<file path="config.mk">
export PLATFORM = sky130hd
export DESIGN_NAME = muldiv_sequencer
export DESIGN_NICKNAME = d
export VERILOG_FILES = /design/src/rtl/muldiv_sequencer.sv
export SDC_FILE = /design/constraint.sdc
export NUM_CORES = 1
export LEC_CHECK = 0
export CORE_MARGIN = 3
export CORE_UTILIZATION = 30
export CTS_CLUSTER_SIZE = 12
export DETAILED_ROUTE_END_ITERATION = 8
export HOLD_SLACK_MARGIN = 0.1
export PLACE_DENSITY = 0.48
export SYNTH_ARGS = -nofsm -noshare
export SYNTH_HDL_FRONTEND = slang
export SYNTH_SLANG_ARGS = --single-unit
</file>
<file path="constraint.sdc">
create_clock -name clk -period 5.49 [get_ports clk]
set_clock_uncertainty 0.15 [all_clocks]
set_input_delay 0.8235 -clock clk [delete_from_list [all_inputs] [get_ports clk]]
set_output_delay 0.8235 -clock clk [all_outputs]
set_load 0.01 [all_outputs]
</file>
<file path="src/rtl/muldiv_sequencer.sv">
// muldiv_sequencer: iterative RV32M multiply/divide (shift-add multiply, restoring divide)
module muldiv_sequencer #(
  parameter int WIDTH = 32
) (
  input  logic             clk,
  input  logic             rst,
  input  logic             start,
  input  logic             flush,
  input  logic [2:0]       Funct3,
  input  logic [WIDTH-1:0] operand1,
  input  logic [WIDTH-1:0] operand2,
  output logic             busy,
  output logic             done,
  output logic [WIDTH-1:0] result
);
  localparam int CW = $clog2(WIDTH) + 1;
  typedef enum logic [1:0] {IDLE, CALC, FIXUP, DONE} state_t;
  state_t state, next;
  logic [CW-1:0] cnt;
  logic [2:0] f3;
  logic sign1, sign2;
  logic [WIDTH-1:0] opnd;
  logic [2*WIDTH-1:0] prod, prod_fix;
  logic [WIDTH:0] rem, mul_sum;
  logic [WIDTH+1:0] trial;
  logic s1_in, s2_in, div_zero, ovf, special, accept;
  logic [WIDTH-1:0] m1, m2, special_val, quo, rmd, fix_val;
  always_comb begin
    s1_in = (Funct3 == 3'b001 || Funct3 == 3'b010 || Funct3 == 3'b100 || Funct3 == 3'b110) && operand1[WIDTH-1];
    s2_in = (Funct3 == 3'b001 || Funct3 == 3'b100 || Funct3 == 3'b110) && operand2[WIDTH-1];
    m1 = s1_in ? -operand1 : operand1;
    m2 = s2_in ? -operand2 : operand2;
    div_zero = Funct3[2] && operand2 == '0;
    ovf = (Funct3 == 3'b100 || Funct3 == 3'b110) && operand1 == {1'b1, {(WIDTH-1){1'b0}}} && operand2 == '1;
    special = div_zero || ovf;
    special_val = div_zero ? (Funct3[1] ? operand1 : '1) : (Funct3[1] ? '0 : operand1);
    accept = state == IDLE && start && !flush;
  end
  // multiply: opnd is the multiplicand, prod low half holds the multiplier;
  // divide: opnd is the divisor, prod low half shifts dividend bits out and quotient bits in
  always_comb begin
    mul_sum = {1'b0, prod[2*WIDTH-1:WIDTH]} + {1'b0, prod[0] ? opnd : '0};
    trial = {rem, prod[WIDTH-1]} - {2'b0, opnd};
    prod_fix = (sign1 ^ sign2) ? -prod : prod;
    quo = (sign1 ^ sign2) ? -prod[WIDTH-1:0] : prod[WIDTH-1:0];
    rmd = sign1 ? -rem[WIDTH-1:0] : rem[WIDTH-1:0];
    fix_val = f3[2] ? (f3[1] ? rmd : quo) :
              (f3[1:0] == 2'b00 ? prod_fix[WIDTH-1:0] : prod_fix[2*WIDTH-1:WIDTH]);
  end
  always_ff @(posedge clk)
    if (rst) state <= IDLE;
    else state <= next;
  always_comb begin
    next = state;
    case (state)
      IDLE:    next = accept ? (special ? DONE : CALC) : IDLE;
      CALC:    next = flush ? IDLE : (cnt == CW'(WIDTH-1) ? FIXUP : CALC);
      FIXUP:   next = flush ? IDLE : DONE;
      default: next = IDLE;
    endcase
  end
  always_comb begin
    busy = state != IDLE;
    done = state == DONE;
  end
  always_ff @(posedge clk)
    if (rst) begin
      cnt    <= '0;
      f3     <= '0;
      sign1  <= 1'b0;
      sign2  <= 1'b0;
      opnd   <= '0;
      prod   <= '0;
      rem    <= '0;
      result <= '0;
    end else if (accept) begin
      cnt   <= '0;
      f3    <= Funct3;
      sign1 <= s1_in;
      sign2 <= s2_in;
      opnd  <= Funct3[2] ? m2 : m1;
      prod  <= {{WIDTH{1'b0}}, Funct3[2] ? m1 : m2};
      rem   <= '0;
      if (special) result <= special_val;
    end else if (state == CALC) begin
      cnt <= cnt + 1'b1;
      if (!f3[2]) prod <= {mul_sum, prod[WIDTH-1:1]};
      else begin
        rem <= trial[WIDTH+1] ? {rem[WIDTH-1:0], prod[WIDTH-1]} : trial[WIDTH:0];
        prod[WIDTH-1:0] <= {prod[WIDTH-2:0], ~trial[WIDTH+1]};
      end
    end else if (state == FIXUP && !flush) result <= fix_val;
endmodule

</file>
# After elaboration in Yosys (flattened, before gate mapping)

Cells that the tools add are included.

Register bits: 174
Input port bits: 71
Output and inout port bits: 34
Logic and storage cells: 87

$add $sub $neg: 8
Equality and inequality tests: 12
Multiplexer cells: 28
Bitwise logic cells: 3
Reduce and logical (&&, ||, !) cells: 26

Operators with widths:

| operator                                       | number |
|---|---|
| 2-to-1 mux 32 bit                              | 20 |
| negation 32 bit                                | 4 |
| == test 32 bit (second input constant)         | 2 |
| 2-to-1 mux 64 bit                              | 1 |
| negation 64 bit                                | 1 |
| subtractor 34 x 32 -> 34 bit                   | 1 |
| adder 32 x 32 -> 33 bit                        | 1 |
| 2-to-1 mux 33 bit                              | 1 |
| zero test 32 bit                               | 1 |
| 2-to-1 mux 2 bit                               | 5 |
| logical AND 1 bit                              | 8 |
| logical OR 1 bit                               | 7 |
| adder 6 x 1 -> 6 bit (second input constant)   | 1 |
| == test 3 bit (second input constant)          | 2 |
| == test 6 x 5 -> 1 bit (second input constant) | 1 |
| one-hot mux 2 bit (3 select lines)             | 1 |
| nonzero test 2 bit                             | 3 |
| == test 2 bit (second input constant)          | 2 |
| zero test 2 bit                                | 2 |
| inequality test 2 bit (second input constant)  | 2 |
| AND reduction 2 bit                            | 2 |
| == test 3 x 1 -> 1 bit (second input constant) | 1 |
| == test 3 x 2 -> 1 bit (second input constant) | 1 |
| AND reduction 3 bit                            | 1 |
| 5 further kinds                                | 6 |

# Logic depth before layout (Yosys ltp)

Word-level depth: 8
Mapped depth: 14
Depth with buffers taken out: 12

# Worst setup path before layout

Ideal clock, no wire load.

Path type: input to register
Start: input operand2[0]
End: register result[21]
Library setup time: 0.134 ns
Arrival time: 3.633 ns
Setup slack: 1.572 ns
Cell stages on the path: 11
Buffers on the path: 0
Path through: inv_1 -> ha_1 -> or3b_2 -> or4_1 -> or3_4 -> or4_1 -> o21ai_2 -> a21o_1 -> nand2_1 -> a2111oi_0 -> a211oi_1

Longest elaborated chain between the ends: 5
Elaborated cells on any way between the ends: 10
Those cells by class: eq/ne (2); mux (3); reduce/logical (5)

RTL lines:

| what                                                                               | RTL line | RTL |
|---|---|---|
| from (decl)                                                                        | 11       | `input logic [WIDTH-1:0] operand2,` |
| == test 32 bit / zero test 32 bit (equally long branches)                          | 34, 33   |  |
| logical AND 1 bit, on equally long branches                                        | 34, 33   |  |
| logical OR 1 bit / 2-to-1 mux 32 bit (equally long branches)                       | 35, 36   |  |
| inequality test 2 bit (no source line) / 2-to-1 mux 32 bit (equally long branches) | n/a      |  |
| AND reduction 3 bit (no source line) / 2-to-1 mux 32 bit (equally long branches)   | n/a      |  |
| to (signal assigned)                                                               | 84       | `if (special) result <= special_val;` |
| to (signal assigned)                                                               | 92       | `end else if (state == FIXUP && !flush) result <= fix_val;` |
| to (decl)                                                                          | 14       | `output logic [WIDTH-1:0] result` |

Several ways; a longest one is shown, not always the timed one. The select of a mux whose other input is x is not followed.
A chain may end at the register's enable or synchronous reset.

# Final worst setup path

Start: input operand2[0]
End: register result[29]

The elaborated chain is that of the path after synthesis.

==> metrics.md <==
| Metric | Value |
|---|---|
| Number of maximum-capacitance constraint violations | `0` |
| Start point of the worst hold path | `opnd[20]` |
| Post-route setup TNS | `0 ns` |
| Part of the power in the clock network | `33.4%` |
| Top-Level Pins | `105` |
| Antenna violations before repair | `3` |
| Placer congestion estimate | `0.945` |
| Netlist Area Pre-Place | `16,100 sq um` |
| Setup repair after global routing missed its margin | `no` |
| Top Family by Delay on Critical Path | `simple AND/OR/NAND/NOR gates` |
| Synth Warn # | `0` |
| TritonCTS clock tree | `done` |
| Share of layout cells above drive strength 1 | `5.58%` |
| Postcts setup bufs | `0` |
| Class of the most critical setup path | `in -> reg` |
| Worst stage delay on the critical path | `0.63 ns` |
| Worst Path Buf+Inv | `2` |
| Total power density per cell area | `210 nW/um^2` |
| Power share of the combinational group | `31.3%` |
| Post-synthesis sequential area ratio | `21.7%` |
| Starting DRT DRC Count | `2,010` |
| First-pass GRT wire length | `105,000 microns` |
| Leakage power | `6.70 nW` |
| F_max | `222 MHz` |
| Cts bufs inserted | `17` |
| Relative slew slack | `30.8%` |
| Count of port buffers added during placement | `104` |
| Number of cells upsized or downsized after cts | `0` |
| Total power draw | `3.84 mW` |
| Cell at the root of the clock tree | `sky130_fd_sc_hd__clkbuf_16` |
| Hold crit path type | `reg -> reg` |
| Die span in x | `237 microns` |
| Via count of the first global-routing pass | `15,500` |
| Average footprint of a synthesized cell | `7.14 sq um` |
| Remaining antenna violation count after routing | `0` |
| Worst-margin pin slew | `1.04 ns` |
| Tot GR Track Use | `24.8%` |
| Cells traversed along the worst timing path | `clkdlybuf4s50_1 -> inv_1 -> ha_1 -> or3b_2 -> or4_1 -> or3_4 -> or4_1 -> o21ai_2 -> a21oi_2 -> or3_1 -> a21oi_1 -> nor3_1` |
| Final hold violation count | `0` |
| Slowest stage cell on the critical path | `sky130_fd_sc_hd__or4_1` |
| Internal power of the cells | `2.38 mW` |
| Sequential share of power | `35.3%` |
| Critical register-to-register path startpoint | `opnd[9]` |
| Most Frequent Cell on Critical Path | `sky130_fd_sc_hd__or4_1` |
| Number of synthesized flops with an enable pin | `0` |
| Core Box Area | `52,800 sq um` |
| Clock latency reported for the late side of the worst-skew pair | `0.50 ns` |
| Avg WL per Cell | `24.2 microns` |
| Total count of max-transition violations in the final report | `0` |
| Pin count of the biggest net entering global routing | `95` |
| Total half-perimeter wirelength after legalization and detailed placement | `56,200 microns` |
| Kind of start point of the critical path | `input pin` |
| Synthesized instance count | `2,249` |
| Final Non-Filler Cells | `2,949` |
| Crit end category | `flop` |
| Fraction of power spent switching nets | `38.1%` |
| Post-synth net total | `2,392` |
| Clock edge transition at the registers on the reported setup and hold paths | `0.07 ns` |
| Critical Path Fanout Max | `22` |
| Number of setup violations in the final report | `0` |
| Initial standard-cell utilization of the core | `30.4%` |
| Grt total ovfl | `0` |
| Number of nets in the layout | `2,390` |
| Worst setup path startpoint | `operand2[0]` |
| DR pass1 iterations | `5` |
| Leading cell type in the layout, fill and taps excluded | `sky130_fd_sc_hd__a21oi_1` |
| Number of vias after detailed routing | `17,200` |
| Part of the cycle the worst path needs | `82.1%` |
| Power dissipated by switching net loads | `1.46 mW` |
| Post-synth cell types | `84` |
| Count of hold buffers inserted by post-cts repair | `0` |
| Detailed-route DRC error count | `0` |
| Cell row count | `84` |
| Worst-case vdd ir drop | `0.000243 V` |
| Worst-case clock buffer depth | `2` |
| Leading cell types in the layout, fill and taps excluded | `sky130_fd_sc_hd__a21oi_1, sky130_fd_sc_hd__nand2_1, sky130_fd_sc_hd__nor2_1, sky130_fd_sc_hd__dfxtp_1, sky130_fd_sc_hd__o21ai_0` |
| H-tree levels | `4` |
| Die Outline Area | `56,300 sq um` |
| Final Critical Period | `4.51 ns` |
| Data required, critical path | `5.69 ns` |
| Mean number of vias per cell | `5.83` |
| Share of flip-flops with an asynchronous set or reset after synthesis | `0%` |
| CP Data Arrival Time | `4.71 ns` |
| Die H | `237 microns` |
| Total routed wirelength | `71,300 microns` |
| Post-synthesis register bit count | `174` |
| Synth-to-Final Area Change | `13.7%` |
| Dominant register cell in the synthesized netlist | `sky130_fd_sc_hd__dfxtp_1` |
| # placed instances | `2,916` |
| Outcome | `complete, no violations` |
| CTS sink cnt | `174` |
-- registers in the layout (all words and copies together), names as in the netlist, 2 cells and up --
signal and flops:
state 2, rem 33, cnt 6, prod 64
result 32, f3 3, opnd 32
-- cells in the mapped netlist (53+ instances only) --
cell / instances / share of area (%)
sky130_fd_sc_hd__xor2_1: 91 / 5.0
sky130_fd_sc_hd__nand2_1: 247 / 5.8
sky130_fd_sc_hd__o21ai_0: 133 / 4.1
sky130_fd_sc_hd__a21oi_1: 256 / 8.0
sky130_fd_sc_hd__o211ai_1: 53 / 2.5
sky130_fd_sc_hd__inv_1: 70 / 1.6
sky130_fd_sc_hd__nor2_1: 241 / 5.6
sky130_fd_sc_hd__mux2i_1: 69 / 4.3
sky130_fd_sc_hd__nand3_1: 54 / 1.7
sky130_fd_sc_hd__nor3_1: 54 / 1.7
sky130_fd_sc_hd__xnor2_1: 105 / 5.7
sky130_fd_sc_hd__ha_1: 70 / 5.5
sky130_fd_sc_hd__dfxtp_1: 174 / 22
sky130_fd_sc_hd__clkbuf_1: 120 / 2.8
-- layout make-up --
type,instances,area [sq um]
sequential,174,3480
multi-input combinational,1846,11700
tap,688,861
inverter,71,267
clock inverter,15,148
antenna,1,2.50
timing repair buffer,137,1320
clock buffer,17,425
fill,5686,34500
-- layer usage --
layer  global-route usage (%)  vias up  part of all wire [%]
met4                     8.96        6                   3.1
met2                     38.3      640                    44
met1                     35.0     8283                    46
li1                         -     8154                     -
met5                        0        -                 0.060
met3                     3.91       95                   7.1
-- power groups by stage --
stage	clock (mW)	combinational (mW)	sequential, mW
after floorplan	0	0.787	1.35
after global placement	0	1.17	1.38
after detailed placement	0	1.18	1.38
after CTS	1.32	1.18	1.35
after global routing	1.35	1.29	1.36
final	1.28	1.20	1.35
-- worst register-to-register path, delay by kind of cell, from the launching register on --
kind	cells	cell delay [ns]
simple gates	2	0.37
compound gates	5	1.68
buf+inv	2	0.46
flops	1	0.33
xor+xnor	1	0.48
mux	1	0.15
fa+ha+maj	1	0.47
-- through the flow --
step           hold slack (ns)  setup WS, ns  cell area [sq um]  utilization, %
6_report                 0.305         0.983              18300            34.6
5_1_grt                  0.322         0.793              18300            34.6
4_1_cts                  0.305          1.07              18200            34.6
3_5_place_dp             0.294         0.532              17700            33.5
3_3_place_gp             0.294         0.549              17700            33.5
2_1_floorplan            0.282          1.57              16100               -
-- kinds of logic (layout without fill, tap and decap cells) --
family	count (synthesis)	count (layout)	share of synthesized area, %
buffers and inverters	229	240	5.58
AND/OR/NAND/NOR	773	773	22.4
flip-flops	174	174	21.7
XOR/XNOR	197	197	10.8
other	0	1	0
adder cells (fa/ha/maj)	87	87	6.64
multiplexers	77	77	4.86
AO/OA/AOI/OAI	712	712	28.0
-- final timing paths --
kind	end	slack, ns	cells after the start
setup / recovery	result[29]	0.98	12
hold reg to reg	opnd[20]	0.30	2
setup reg to reg	prod[0]	1.31	12
hold / removal	opnd[20]	0.30	2
(Power assumes the default switching activity.)
